## config.mk

```make
export PLATFORM = sky130hd
export DESIGN_NAME = player_ctrl_flat
export DESIGN_NICKNAME = d
export VERILOG_FILES = /design/src/rtl/player_ctrl_if.sv /design/src/rtl/player_ctrl.sv /design/src/flat_wrapper.sv
export SDC_FILE = /design/constraint.sdc
export NUM_CORES = 1
export LEC_CHECK = 0
export CORE_AREA = 10 10 202 204
export DETAILED_ROUTE_END_ITERATION = 10
export DIE_AREA = 0 0 212 214
export GPL_TIMING_DRIVEN = 1
export SYNTH_ARGS = -nofsm -noshare
export SYNTH_HDL_FRONTEND = slang
export SYNTH_SLANG_ARGS = --single-unit
```

## constraint.sdc

```tcl
create_clock -name clk -period 4.9 [get_ports clk]
set_clock_uncertainty 0.15 [all_clocks]
set_input_delay 0.98 -clock clk [delete_from_list [all_inputs] [get_ports clk]]
set_output_delay 0.98 -clock clk [all_outputs]
set_load 0.03 [all_outputs]
```

## src/rtl/player_ctrl_if.sv

```systemverilog
// Bundle between one player's button/grid sources and its movement controller.
// Latency: none (wires only).
// Backpressure: none; the grid feeds back capacity and bomb counts instead.
interface player_ctrl_if;
  logic         btn_up;
  logic         btn_down;
  logic         btn_left;
  logic         btn_right;
  logic         btn_bomb;
  logic [255:0] wall_grid;
  logic [255:0] bomb_grid;
  logic [2:0]   bomb_cap;
  logic [2:0]   bomb_unexp_num;
  logic         game_over;
  logic [7:0]   cor;
  logic         set;
  logic [1:0]   facing;
  logic         moving;

  // Side that drives buttons and grid state (upstream / grid).
  modport master (
    output btn_up, btn_down, btn_left, btn_right, btn_bomb,
    output wall_grid, bomb_grid, bomb_cap, bomb_unexp_num, game_over,
    input  cor, set, facing, moving
  );

  // Controller side.
  modport slave (
    input  btn_up, btn_down, btn_left, btn_right, btn_bomb,
    input  wall_grid, bomb_grid, bomb_cap, bomb_unexp_num, game_over,
    output cor, set, facing, moving
  );
endinterface

```

## src/rtl/player_ctrl.sv

```systemverilog
// Per-player movement/bomb controller: buttons -> grid coordinate and bomb-set pulse.
// Latency: 1 clk from button to cor/facing/set; moves spaced MOVE_COOLDOWN cycles.
// Backpressure: none; refused moves and illegal bomb edges are dropped, game_over freezes.
module player_ctrl #(
  parameter logic [7:0]  START_COR     = 8'h00,
  parameter int unsigned MOVE_COOLDOWN = 5_000_000
) (
  input logic          clk,
  input logic          rst_n,
  player_ctrl_if.slave bus
);

  localparam int CNT_W = (MOVE_COOLDOWN > 2) ? $clog2(MOVE_COOLDOWN) : 1;
  localparam logic [CNT_W-1:0] CNT_LOAD = CNT_W'(MOVE_COOLDOWN - 1);

  localparam logic [1:0] DIR_UP    = 2'd0;
  localparam logic [1:0] DIR_DOWN  = 2'd1;
  localparam logic [1:0] DIR_LEFT  = 2'd2;
  localparam logic [1:0] DIR_RIGHT = 2'd3;

  typedef enum logic [1:0] {
    ST_IDLE     = 2'd0,
    ST_COOLDOWN = 2'd1,
    ST_FROZEN   = 2'd2
  } state_e;

  state_e           state_q, state_d;
  logic [CNT_W-1:0] cnt_q, cnt_d;
  logic [7:0]       cor_q, cor_d;
  logic [1:0]       facing_q, facing_d;
  logic             set_q, set_d;
  logic             moving_q, moving_d;
  logic             bomb_prev_q, bomb_prev_d;

  logic       dir_vld;
  logic [1:0] dir_sel;
  logic [7:0] target;
  logic       in_range;
  logic       move_ok;
  logic       bomb_edge;
  logic       bomb_ok;

  // Pick one direction by priority UP > RIGHT > DOWN > LEFT and form the target cell.
  always_comb begin
    dir_vld  = 1'b1;
    dir_sel  = DIR_DOWN;
    target   = cor_q;
    in_range = 1'b0;
    if (bus.btn_up)         dir_sel = DIR_UP;
    else if (bus.btn_right) dir_sel = DIR_RIGHT;
    else if (bus.btn_down)  dir_sel = DIR_DOWN;
    else if (bus.btn_left)  dir_sel = DIR_LEFT;
    else                    dir_vld = 1'b0;
    case (dir_sel)
      DIR_UP: begin
        in_range = (cor_q[7:4] != 4'd0);
        target   = {cor_q[7:4] - 4'd1, cor_q[3:0]};
      end
      DIR_DOWN: begin
        in_range = (cor_q[7:4] != 4'd15);
        target   = {cor_q[7:4] + 4'd1, cor_q[3:0]};
      end
      DIR_LEFT: begin
        in_range = (cor_q[3:0] != 4'd0);
        target   = {cor_q[7:4], cor_q[3:0] - 4'd1};
      end
      default: begin
        in_range = (cor_q[3:0] != 4'd15);
        target   = {cor_q[7:4], cor_q[3:0] + 4'd1};
      end
    endcase
  end

  // Acceptance of a move and of a bomb edge; the bomb checks the pre-move cell.
  always_comb begin
    move_ok   = (state_q == ST_IDLE) && dir_vld && in_range && !bus.game_over &&
                !bus.wall_grid[target] && !bus.bomb_grid[target];
    bomb_edge = bus.btn_bomb && !bomb_prev_q;
    // set_q blocks a request because the grid's unexploded count lags set by a cycle.
    bomb_ok   = bomb_edge && (bus.bomb_unexp_num < bus.bomb_cap) &&
                !bus.bomb_grid[cor_q] && !set_q &&
                (state_q != ST_FROZEN) && !bus.game_over;
  end

  // Next-state and registered-output logic for the movement FSM.
  always_comb begin
    state_d     = state_q;
    cnt_d       = cnt_q;
    cor_d       = cor_q;
    facing_d    = facing_q;
    set_d       = bomb_ok;
    bomb_prev_d = bus.btn_bomb;
    case (state_q)
      ST_IDLE: begin
        if (bus.game_over) begin
          state_d = ST_FROZEN;
        end else begin
          if (dir_vld) facing_d = dir_sel;
          if (move_ok) begin
            cor_d = target;
            // With a one-cycle cooldown the next move is legal immediately.
            if (MOVE_COOLDOWN > 1) begin
              state_d = ST_COOLDOWN;
              cnt_d   = CNT_LOAD;
            end
          end
        end
      end
      ST_COOLDOWN: begin
        if (bus.game_over) begin
          state_d = ST_FROZEN;
        end else begin
          if (dir_vld) facing_d = dir_sel;
          // Leaving when the count reaches 0 spaces held-button moves by MOVE_COOLDOWN.
          if (cnt_q <= CNT_W'(1)) begin
            state_d = ST_IDLE;
            cnt_d   = '0;
          end else begin
            cnt_d = cnt_q - CNT_W'(1);
          end
        end
      end
      ST_FROZEN: begin
        state_d = ST_FROZEN;
      end
      default: begin
        state_d = ST_IDLE;
      end
    endcase
    moving_d = (state_d == ST_COOLDOWN);
  end

  // State and output registers; bomb_prev resets high so a held button is not an edge.
  always_ff @(posedge clk or negedge rst_n) begin
    if (!rst_n) begin
      state_q     <= ST_IDLE;
      cnt_q       <= '0;
      cor_q       <= START_COR;
      facing_q    <= DIR_DOWN;
      set_q       <= 1'b0;
      moving_q    <= 1'b0;
      bomb_prev_q <= 1'b1;
    end else begin
      state_q     <= state_d;
      cnt_q       <= cnt_d;
      cor_q       <= cor_d;
      facing_q    <= facing_d;
      set_q       <= set_d;
      moving_q    <= moving_d;
      bomb_prev_q <= bomb_prev_d;
    end
  end

  assign bus.cor    = cor_q;
  assign bus.set    = set_q;
  assign bus.facing = facing_q;
  assign bus.moving = moving_q;

endmodule
```

## src/flat_wrapper.sv

```systemverilog
// flat-port wrapper written by rule: the top's interface ports become plain ports
module player_ctrl_flat 
#(
  parameter logic [7:0]  START_COR     = 8'h00,
  parameter int unsigned MOVE_COOLDOWN = 5_000_000
)
  (clk, rst_n, bus_btn_up, bus_btn_down, bus_btn_left, bus_btn_right, bus_btn_bomb, bus_wall_grid, bus_bomb_grid, bus_bomb_cap, bus_bomb_unexp_num, bus_game_over, bus_cor, bus_set, bus_facing, bus_moving);
  player_ctrl_if bus_i ();
  input logic clk;
  input logic rst_n;
  input wire logic [$bits(bus_i.btn_up)-1:0] bus_btn_up;
  input wire logic [$bits(bus_i.btn_down)-1:0] bus_btn_down;
  input wire logic [$bits(bus_i.btn_left)-1:0] bus_btn_left;
  input wire logic [$bits(bus_i.btn_right)-1:0] bus_btn_right;
  input wire logic [$bits(bus_i.btn_bomb)-1:0] bus_btn_bomb;
  input wire logic [$bits(bus_i.wall_grid)-1:0] bus_wall_grid;
  input wire logic [$bits(bus_i.bomb_grid)-1:0] bus_bomb_grid;
  input wire logic [$bits(bus_i.bomb_cap)-1:0] bus_bomb_cap;
  input wire logic [$bits(bus_i.bomb_unexp_num)-1:0] bus_bomb_unexp_num;
  input wire logic [$bits(bus_i.game_over)-1:0] bus_game_over;
  output wire logic [$bits(bus_i.cor)-1:0] bus_cor;
  output wire logic [$bits(bus_i.set)-1:0] bus_set;
  output wire logic [$bits(bus_i.facing)-1:0] bus_facing;
  output wire logic [$bits(bus_i.moving)-1:0] bus_moving;
  assign bus_i.btn_up = bus_btn_up;
  assign bus_i.btn_down = bus_btn_down;
  assign bus_i.btn_left = bus_btn_left;
  assign bus_i.btn_right = bus_btn_right;
  assign bus_i.btn_bomb = bus_btn_bomb;
  assign bus_i.wall_grid = bus_wall_grid;
  assign bus_i.bomb_grid = bus_bomb_grid;
  assign bus_i.bomb_cap = bus_bomb_cap;
  assign bus_i.bomb_unexp_num = bus_bomb_unexp_num;
  assign bus_i.game_over = bus_game_over;
  assign bus_cor = bus_i.cor;
  assign bus_set = bus_i.set;
  assign bus_facing = bus_i.facing;
  assign bus_moving = bus_i.moving;
  player_ctrl #(.START_COR(START_COR), .MOVE_COOLDOWN(MOVE_COOLDOWN)) u_core (.clk(clk), .rst_n(rst_n), .bus(bus_i));
endmodule
```

==> results, run 1 <==
- The run finished with clean final reports.
- Routability-driven placement finished with a final weighted congestion of 1.04.
- The element type at the critical path start is a primary input.
- The worst setup path is captured at a flip-flop.
- At the pin with the least slew margin, the transition time is roughly 0.94 ns.
- The number of maximum-capacitance constraint violations is 0.
- The upper clock frequency limit is a little over 200 MHz.
- Including well taps, the total number of placed cells is about 2,200.
- The HPWL after detailed placement is between 50 and 60 mm.
- The growth of design area from synthesis to finish is 85.5%.
- The root buffer cell chosen for the clock tree is sky130_fd_sc_hd__clkbuf_16.
- The overall fraction of global-route tracks in use is roughly 30%.
- Along the worst hold path, the cell count comes to 1.
- The die is ~210 µm wide.
- Clock tree synthesis inserted a total of 5 buffers.
- The most used flip-flop cell after synthesis is sky130_fd_sc_hd__dfrtp_1.
- In the final routed layout, each cell accounts on average for around 31 µm.
- The die is about 210 µm tall.
- Across the VDD grid, the largest voltage drop is ~0.00028 V.
- The number of levels in the clock H-tree is 2.
- The pre-antenna-repair detailed-routing pass consisted of 5 iterations.
- The top-level port count is about 540.
- The share of Yosys cell area claimed by the top area cell type is ~18%.
- In this run the mean area of a mapped cell was 7.75 µm².
- The number of global-route vias before repair is approximately 14,000.
- At the later pin of the worst-skew pair, clock insertion delay measures 0.29 ns.
- The standard-cell row count is just over 70.
- The number of pins exceeding their max-slew limit in the final report came to 0.
- In this run, the clock network consumes around 4.8% of the power.
- The tree built by TritonCTS fans out to 38 sinks.
- The initial utilization of the core area, before any placement, comes to between 20 and 25%.
- For this run, asynchronously set or reset flops after synthesis account for 100%.
- The initial antenna violation count is 37.
- The final-report setup violation count is 0.
- Combinational logic is responsible for 87.8% of the overall power.
- After the last flow step, the layout net total stands at approximately 2,300.
- Port buffering added 537 buffers.
- In this run switching power makes up about half of total power.
- The DRC violation count after routing is 0.
- The data required time at the worst endpoint is 4.91 ns.
- The clock-pin slew reported for the worst setup and hold paths after clock tree synthesis is 0.06 ns.
- Counting flops and latches in the post-synthesis netlist gives 38.
- The minimum setup slack after placement is -0.774 ns.
- Of the cells placed in the final design, the portion with a size suffix greater than 1 is between 10% and 20%.
- The aggregate global routing overflow is 0.
- The power per cell area is 395 nW/µm².
- In this run the static leakage power is just under 7 nW.
- The cell count after synthesis is roughly 1,200.
- The data arrival time of the worst path is a little under 5 ns.
- The length in cells of the worst reg-to-reg path is 17.
- Excluding fillers, the count of instances in the completed layout stands at roughly 2,300.
- The count of hold-fix buffers inserted at cts is 0.
- The final critical-path required period is roughly 4.9 ns.
- By area the synthesized netlist is led by sky130_fd_sc_hd__mux2i_1 18%, sky130_fd_sc_hd__mux4_2 12%, sky130_fd_sc_hd__dfrtp_1 9.9%.
- The power dissipated by switching net loads is around 3.3 mW.
- The final critical-path share of the clock period is 99.2%.
- Sequential cells account for 7.5% of the total power.
- The total length of routed wires is a little over 70 mm.
- The worst hold path belongs to the class flip-flop to flip-flop.
- The register area share after synthesis is between 10% and 20%.
- The number of buffers between clock root and the deepest sink is 2.
- The global-route wire length before repair is between 90 and 100 mm.
- The pin count of the biggest net entering global routing is 107.
- In this run the worst path has a maximum fanout of 19.
- The die covers between 40,000 and 50,000 µm².
- In the routed layout, each cell is associated on average with a via count of about 5.8.
- The cell area that synthesis handed to floorplanning was roughly 9000 µm².
- The number of synthesized flops with an enable pin is 0.
- Leaving out fill and tap cells, the most frequent cells in the layout are 532 x sky130_fd_sc_hd__clkdlybuf4s50_1, 158 x sky130_fd_sc_hd__mux2i_1, 156 x sky130_fd_sc_hd__buf_4.
- For this block, the initial DRC count from the detailed router was around 1,300.
- The number of nets produced by synthesis is 1,708.
- Cells fill roughly 45% of the core in the end.
- The synthesized netlist contains just over 70 unique library cells.
- The number of warning messages in the yosys log is 0.
- The remaining antenna violation count after routing is 0.
- The biggest area contributor in the post-synthesis netlist is sky130_fd_sc_hd__mux2i_1.
- The total area inside the core boundary comes to approximately 37,000 µm².
- The worst pin sits at a relative slew slack of between 30% and 40%.
- The minimum setup slack in the final design is between 0.04 and 0.05 ns.
- The final hold violation count is 0.
- The worst hold slack is around 0.37 ns.
- The critical path is of the primary input to flip-flop type.
- The via count is ~13,000.
- TritonCTS built the clock tree.
- Leaving out fill and tap cells, the most frequent cell in the layout is sky130_fd_sc_hd__clkdlybuf4s50_1.
- Internal power comes to around 3.3 mW.
[stage by stage]
step	area (µm²)	TNS, ns	total power, mW
2_1_floorplan	9090	0	3.42
3_3_place_gp	15900	-20.24	5.77
3_5_place_dp	15900	-20.44	5.79
4_1_cts	16600	0	6.49
5_1_grt	16800	-0.0928	6.98
6_report	16800	0	6.66
[path summary, 6_finish.rpt]
check	from	endpoint	slack, ns
max	bus_btn_down	u_core.cnt_q[7]	0.04
min	u_core.bus.facing[0]	u_core.bus.facing[0]	0.37
max reg2reg	u_core.bus.cor[0]	u_core.cnt_q[7]	0.63
min reg2reg	u_core.bus.facing[0]	u_core.bus.facing[0]	0.37
max in group asynchronous	rst_n	u_core.bus.cor[1]	3.22
min in group asynchronous	rst_n	u_core.cnt_q[16]	0.69
[flip-flops by register name (all words and copies together) (netlist names)]
name                count
u_core.bomb_prev_q      1
u_core.state_q          2
u_core.bus.cor          8
u_core.bus.facing       2
u_core.bus.moving       1
u_core.cnt_q           23
u_core.bus.set          1
[kinds of logic after synthesis]
kind of cell,after synthesis,synth area share [%]
AOI/OAI and AO/OA,325,25.7
buffers and inverters,135,7.18
adders and majority gates,10,1.54
DFF,38,10.5
xor gates and xnor gates,11,1.14
and+or+nand+nor,429,22.5
muxes,224,31.5
[per-layer routing]
metal  part of all wire (%)  track usage [%]  vias up
met5                   0.15                0        -
met4                    4.7             14.4       14
met3                    7.7             7.50      169
met2                     51             52.0      723
met1                     36             32.4     6422
li1                       -                -     5927
[cell type report]
| cell class | count | area, µm² |
|---|---|---|
| Fill cell | 3643 | 20200 |
| Multi-Input combinational cell | 1000 | 7880 |
| Timing Repair Buffer | 723 | 7090 |
| Sequential cell | 38 | 961 |
| Tap cell | 474 | 593 |
| Clock buffer | 6 | 129 |
| Inverter | 30 | 113 |
| Antenna cell | 29 | 72.6 |
| Clock inverter | 2 | 10.0 |
[cell usage after synthesis (13+ instances only)]
library cell and count:
sky130_fd_sc_hd__a21oi_1 60, sky130_fd_sc_hd__buf_2 41, sky130_fd_sc_hd__buf_4 13, sky130_fd_sc_hd__clkbuf_1 44, sky130_fd_sc_hd__dfrtp_1 36, sky130_fd_sc_hd__inv_1 27, sky130_fd_sc_hd__mux2_2 15, sky130_fd_sc_hd__mux2i_1 161
sky130_fd_sc_hd__mux4_2 48, sky130_fd_sc_hd__nand2_1 57, sky130_fd_sc_hd__nand3_1 18, sky130_fd_sc_hd__nor2_1 134, sky130_fd_sc_hd__nor3_1 141, sky130_fd_sc_hd__nor4_1 25, sky130_fd_sc_hd__o211ai_1 21, sky130_fd_sc_hd__o21ai_0 43
sky130_fd_sc_hd__o221ai_1 43, sky130_fd_sc_hd__o22ai_1 24, sky130_fd_sc_hd__or4_1 18
[critical path: stages]
cell	delay, ns
sky130_fd_sc_hd__dlygate4sd2_1	0.24
sky130_fd_sc_hd__nand2b_4	0.15
sky130_fd_sc_hd__nor3_4	0.24
sky130_fd_sc_hd__fa_2	0.54
sky130_fd_sc_hd__buf_4	0.16
sky130_fd_sc_hd__buf_12	0.16
sky130_fd_sc_hd__nor2_2	0.15
sky130_fd_sc_hd__o21ai_4	0.11
sky130_fd_sc_hd__o221ai_1	0.18
sky130_fd_sc_hd__o21a_1	0.23
sky130_fd_sc_hd__o21ai_0	0.18
sky130_fd_sc_hd__a211oi_2	0.31
sky130_fd_sc_hd__nand3_1	0.18
sky130_fd_sc_hd__a221oi_4	0.33
sky130_fd_sc_hd__o32ai_4	0.12
sky130_fd_sc_hd__buf_12	0.17
sky130_fd_sc_hd__a21oi_4	0.17
sky130_fd_sc_hd__buf_6	0.16
sky130_fd_sc_hd__o211ai_1	0.10
[power groups by stage]
stage,Sequential [mW],Clock (mW),Combinational (mW)
6_report,0.496,0.317,5.85
3_3_place_gp,0.495,0,5.27
2_1_floorplan,0.508,0,2.91
4_1_cts,0.492,0.324,5.67
5_1_grt,0.510,0.342,6.13
3_5_place_dp,0.495,0,5.29
[what timing repair did]
item                       CTS  global route
setup endpoints to repair   33            30
setup buffers               28             6
gates cloned                 3             0
gates resized for setup     58            14
pin swaps                   27            17
Note: power is estimated with default switching activity, not from simulation.
==> run 2, diff against run 1 <==
--- a/config.mk
+++ b/config.mk
@@ -5,9 +5,9 @@
 export SDC_FILE = /design/constraint.sdc
 export NUM_CORES = 1
 export LEC_CHECK = 0
-export CORE_AREA = 10 10 202 204
+export CORE_AREA = 10 10 199 201
 export DETAILED_ROUTE_END_ITERATION = 10
-export DIE_AREA = 0 0 212 214
+export DIE_AREA = 0 0 209 211
 export GPL_TIMING_DRIVEN = 1
 export SYNTH_ARGS = -nofsm -noshare
 export SYNTH_HDL_FRONTEND = slang
==> results, run 2 (synthesis results as in run 1) <==
- The run finished with clean final reports.
- The count of cells along the worst hold path is 1 (unchanged).
- The upper clock frequency limit is 210 MHz (+2.1%).
- The launch instance of the worst register-to-register path is u_core.bus.cor[0].
- The final critical-path share of the clock period is 97.1% (-2.1 points).
- The relative contribution of sequential cells to total power is 7.5% (about the same).
- The standard-cell row count is 69 (-2.8%).
- The clock sink count is 38 (unchanged).
- The register with the most flip-flops is u_core.cnt_q.
- The combinational cell fraction of total power is 87.5% (-0.3 points).
- The footprint of the multi-input gates was 7860 µm² (-0.27%).
- The via-per-instance ratio was 5.74 (-0.23%).
- The pin count of the biggest net entering global routing is 58 (-46%).
- The switching share of power is 50.6% (+0.48 points).
- The area taken by flip-flops and latches is 961 µm² (unchanged).
- The data arrival time of the worst path is 4.76 ns (-0.11 ns).
- The aggregate global routing overflow is 0 (unchanged).
- The number of levels in the clock H-tree is 2 (unchanged).
- The origin of the worst setup path is bus_btn_right.
- The initial DRC count was 1,146 (-13%).
- The die area is 44,100 µm² (-2.8%).
- In the layout the commonest cells are 532 x sky130_fd_sc_hd__clkdlybuf4s50_1, 159 x sky130_fd_sc_hd__mux2i_1, 143 x sky130_fd_sc_hd__buf_4.
- The launch instance of the worst min-delay path is u_core.bus.facing[0].
- The power dissipated by switching net loads is 3.35 mW (+0.60%).
- The number of nets in the final layout came to 2,319 (-0.64%).
- The worst min-delay path class is flip-flop to flip-flop.
- The worst hold slack was 0.380 ns (+0.0103 ns).
- The power per cell area is 398 nW/µm² (+0.75%).
- The largest fanout on the critical path was 7 (-12).
- The global-route wire length before repair came to 97.9 mm (-0.93%).
- The slew at the pin closest to its max-slew limit is 0.902 ns (-0.0393 ns).
- The remaining antenna violation count after routing came to 0 (unchanged).
- The initial core utilization is 25.7% (+1.1 points).
- The commonest non-fill, non-tap cell in the layout is sky130_fd_sc_hd__clkdlybuf4s50_1.
- The type of destination of the critical path is a flip-flop.
- The overall fraction of global-route tracks in use came to 29.7% (+0.073 points).
- The total iterations of the first detailed-routing run came to 5 (unchanged).
- The horizontal die dimension was 209 µm (-1.4%).
- The CTS tree is yes.
- The number of buffers between clock root and the deepest sink is 2 (unchanged).
- The top-level port count is 538 (unchanged).
- The reg-to-reg setup timing slack is 0.48 ns (-0.15 ns).
- The minimum setup slack in the final design came to 0.143 ns (+0.102 ns).
- The number of maximum-capacitance constraint violations is 0 (unchanged).
- The clock power share is 5.0% (+0.2 points).
- The final critical-path required period is 4.76 ns (-0.102 ns).
- The element type at the critical path start is a primary input.
- The worst register-to-register path ends at u_core.cnt_q[11].
- The number of input and output port buffers inserted is 537 (unchanged).
- The HPWL after detailed placement was 59.3 mm (about the same).
- The final-report setup violation count is 0 (unchanged).
- The count of hold-fix buffers inserted at cts is 0 (unchanged).
- The minimum setup slack after placement is -0.572 ns (+0.201 ns).
- The largest voltage drop on the vdd net came to 0.000268 V (-4.3%).
- The via count was 13,100 (-1.5%).
- The total length of routed wires was 70.0 mm (-0.78%).
- The CTS root buffer is sky130_fd_sc_hd__clkbuf_16.
- The data required time at the worst endpoint is 4.91 ns (about the same).
- The clock-pin slew reported for the worst setup and hold paths after clock tree synthesis came to 0.06 ns (about the same).
- The die outline height came to 211 µm (-1.4%).
- The number of global-route vias before repair came to 13,800 (-1.2%).
- The total leakage power is 6.70 nW (-1.3%).
- The post-detailed-route wirelength per cell came to 30.8 µm (+0.48%).
- The internal power contribution is 3.28 mW (-1.3%).
- The number of pins exceeding their max-slew limit in the final report is 0 (unchanged).
- The DRC violation count after routing is 0 (unchanged).
- The core outline area came to 35,400 µm² (-4.4%).
- Compared with the post-synthesis result, the final layout area differs by 83.5%.
- The number of buffers created by CTS was 5 (unchanged).
- The proportion of layout cells with a drive suffix above 1 is 17.7% (-0.85 points).
- The relative slew slack is 39.3% (+2.1 points).
- For hold timing, the worst endpoint is u_core.bus.facing[0].
- The initial antenna violation count came to 35 (-5.4%).
- The length in cells of the worst reg-to-reg path was 15 (-2).
- The final weighted congestion of routability-driven global placement is 0.968 (-6.9%).
- The total of fill cells in the finished design is 3,513 (-3.6%).
- The insertion delay of the later-clocked pin in the worst-skew pair is 0.28 ns (about the same).
- The number of flip-flops under the largest register name is 23 (unchanged).
- The final hold violation count was 0 (unchanged).
- The category of the most critical setup path is primary input to flip-flop.
==> run 2: changes by cell type in the layout (fill, tap and decap cells not counted), sizes merged <==
cell	before	now
buf	186	173
dlygate4sd2	4	0
clkbuf	6	8
bufbuf	1	0
clkdlybuf4s15	0	1
clkinv	2	1
clkinvlp	0	1
diode	29	28
dlymetal6s2s	0	1
or2	4	3
==> run 2: final cells by class <==
cell class                 count  area share, %
tap                          461           3.46
antenna                       28          0.420
multi-input combinational    999           47.2
sequential                    38           5.77
inverter                      30          0.676
clock inverter                 2         0.0751
clock buffer                   6          0.833
timing repair buffer         709           41.6
==> run 2: worst max-delay path by stage <==
stage	end	slack, ns	cells past startpoint
floorplan	u_core.cnt_q[7]	0.04	20
global placement	u_core.cnt_q[7]	-0.50	18
detailed placement	u_core.cnt_q[7]	-0.57	18
CTS	u_core.cnt_q[2]	0.002	17
global route	u_core.cnt_q[11]	-0.01	18
finish	u_core.cnt_q[10]	0.14	19
==> run 2: repair_timing <==
action	4_1_cts	5_1_grt
buffers inserted	11	3
gates cloned	2	0
pin swaps	25	25
endpoints found under the setup margin	30	30
resized for setup	61	26
==> run 2: through the flow <==
step	cells	power, mW	utilization, %	setup TNS (ns)	cell area [µm²]
2_1_floorplan	1172	3.42	-	0	9090
3_3_place_gp	2223	5.81	44.9	-13.85	15900
3_5_place_dp	2223	5.85	44.9	-15.94	15900
4_1_cts	2242	6.47	46.5	0	16500
5_1_grt	2269	6.95	47.1	-0.0136	16700
6_report	2273	6.64	47.1	0	16700
==> run 2: routing by layer <==
layer  vias to the layer above  track usage [%]  part of all wire (%)
met3                       115             7.26                   8.4
met2                       695             52.9                    51
met1                      6345             33.6                    37
met4                        12             11.4                   3.3
met5                         -                0                  0.11
li1                       5891                -                     -
==> run 2: power groups by stage <==
stage                     clock, mW  combinational (mW)  sequential (mW)
after floorplan                   0                2.91            0.508
after global placement            0                5.32            0.493
after detailed placement          0                5.35            0.494
after CTS                     0.340                5.64            0.492
after global routing          0.350                6.09            0.510
final                         0.334                5.80            0.498
==> run 2: worst max-delay path, cell delays in order <==
cell                              delay, ns
sky130_fd_sc_hd__clkdlybuf4s15_1       0.25
sky130_fd_sc_hd__nor3_4                0.26
sky130_fd_sc_hd__fa_1                  0.49
sky130_fd_sc_hd__buf_6                 0.15
sky130_fd_sc_hd__nand2b_4              0.06
sky130_fd_sc_hd__a21oi_4               0.04
sky130_fd_sc_hd__or2_4                 0.31
sky130_fd_sc_hd__buf_12                0.16
sky130_fd_sc_hd__buf_4                 0.14
sky130_fd_sc_hd__buf_6                 0.14
sky130_fd_sc_hd__o311ai_4              0.28
sky130_fd_sc_hd__a21oi_2               0.12
sky130_fd_sc_hd__o211ai_1              0.20
sky130_fd_sc_hd__o311ai_1              0.12
sky130_fd_sc_hd__a31oi_2               0.25
sky130_fd_sc_hd__o32ai_4               0.22
sky130_fd_sc_hd__a21oi_4               0.32
sky130_fd_sc_hd__buf_12                0.16
sky130_fd_sc_hd__o211ai_1              0.09
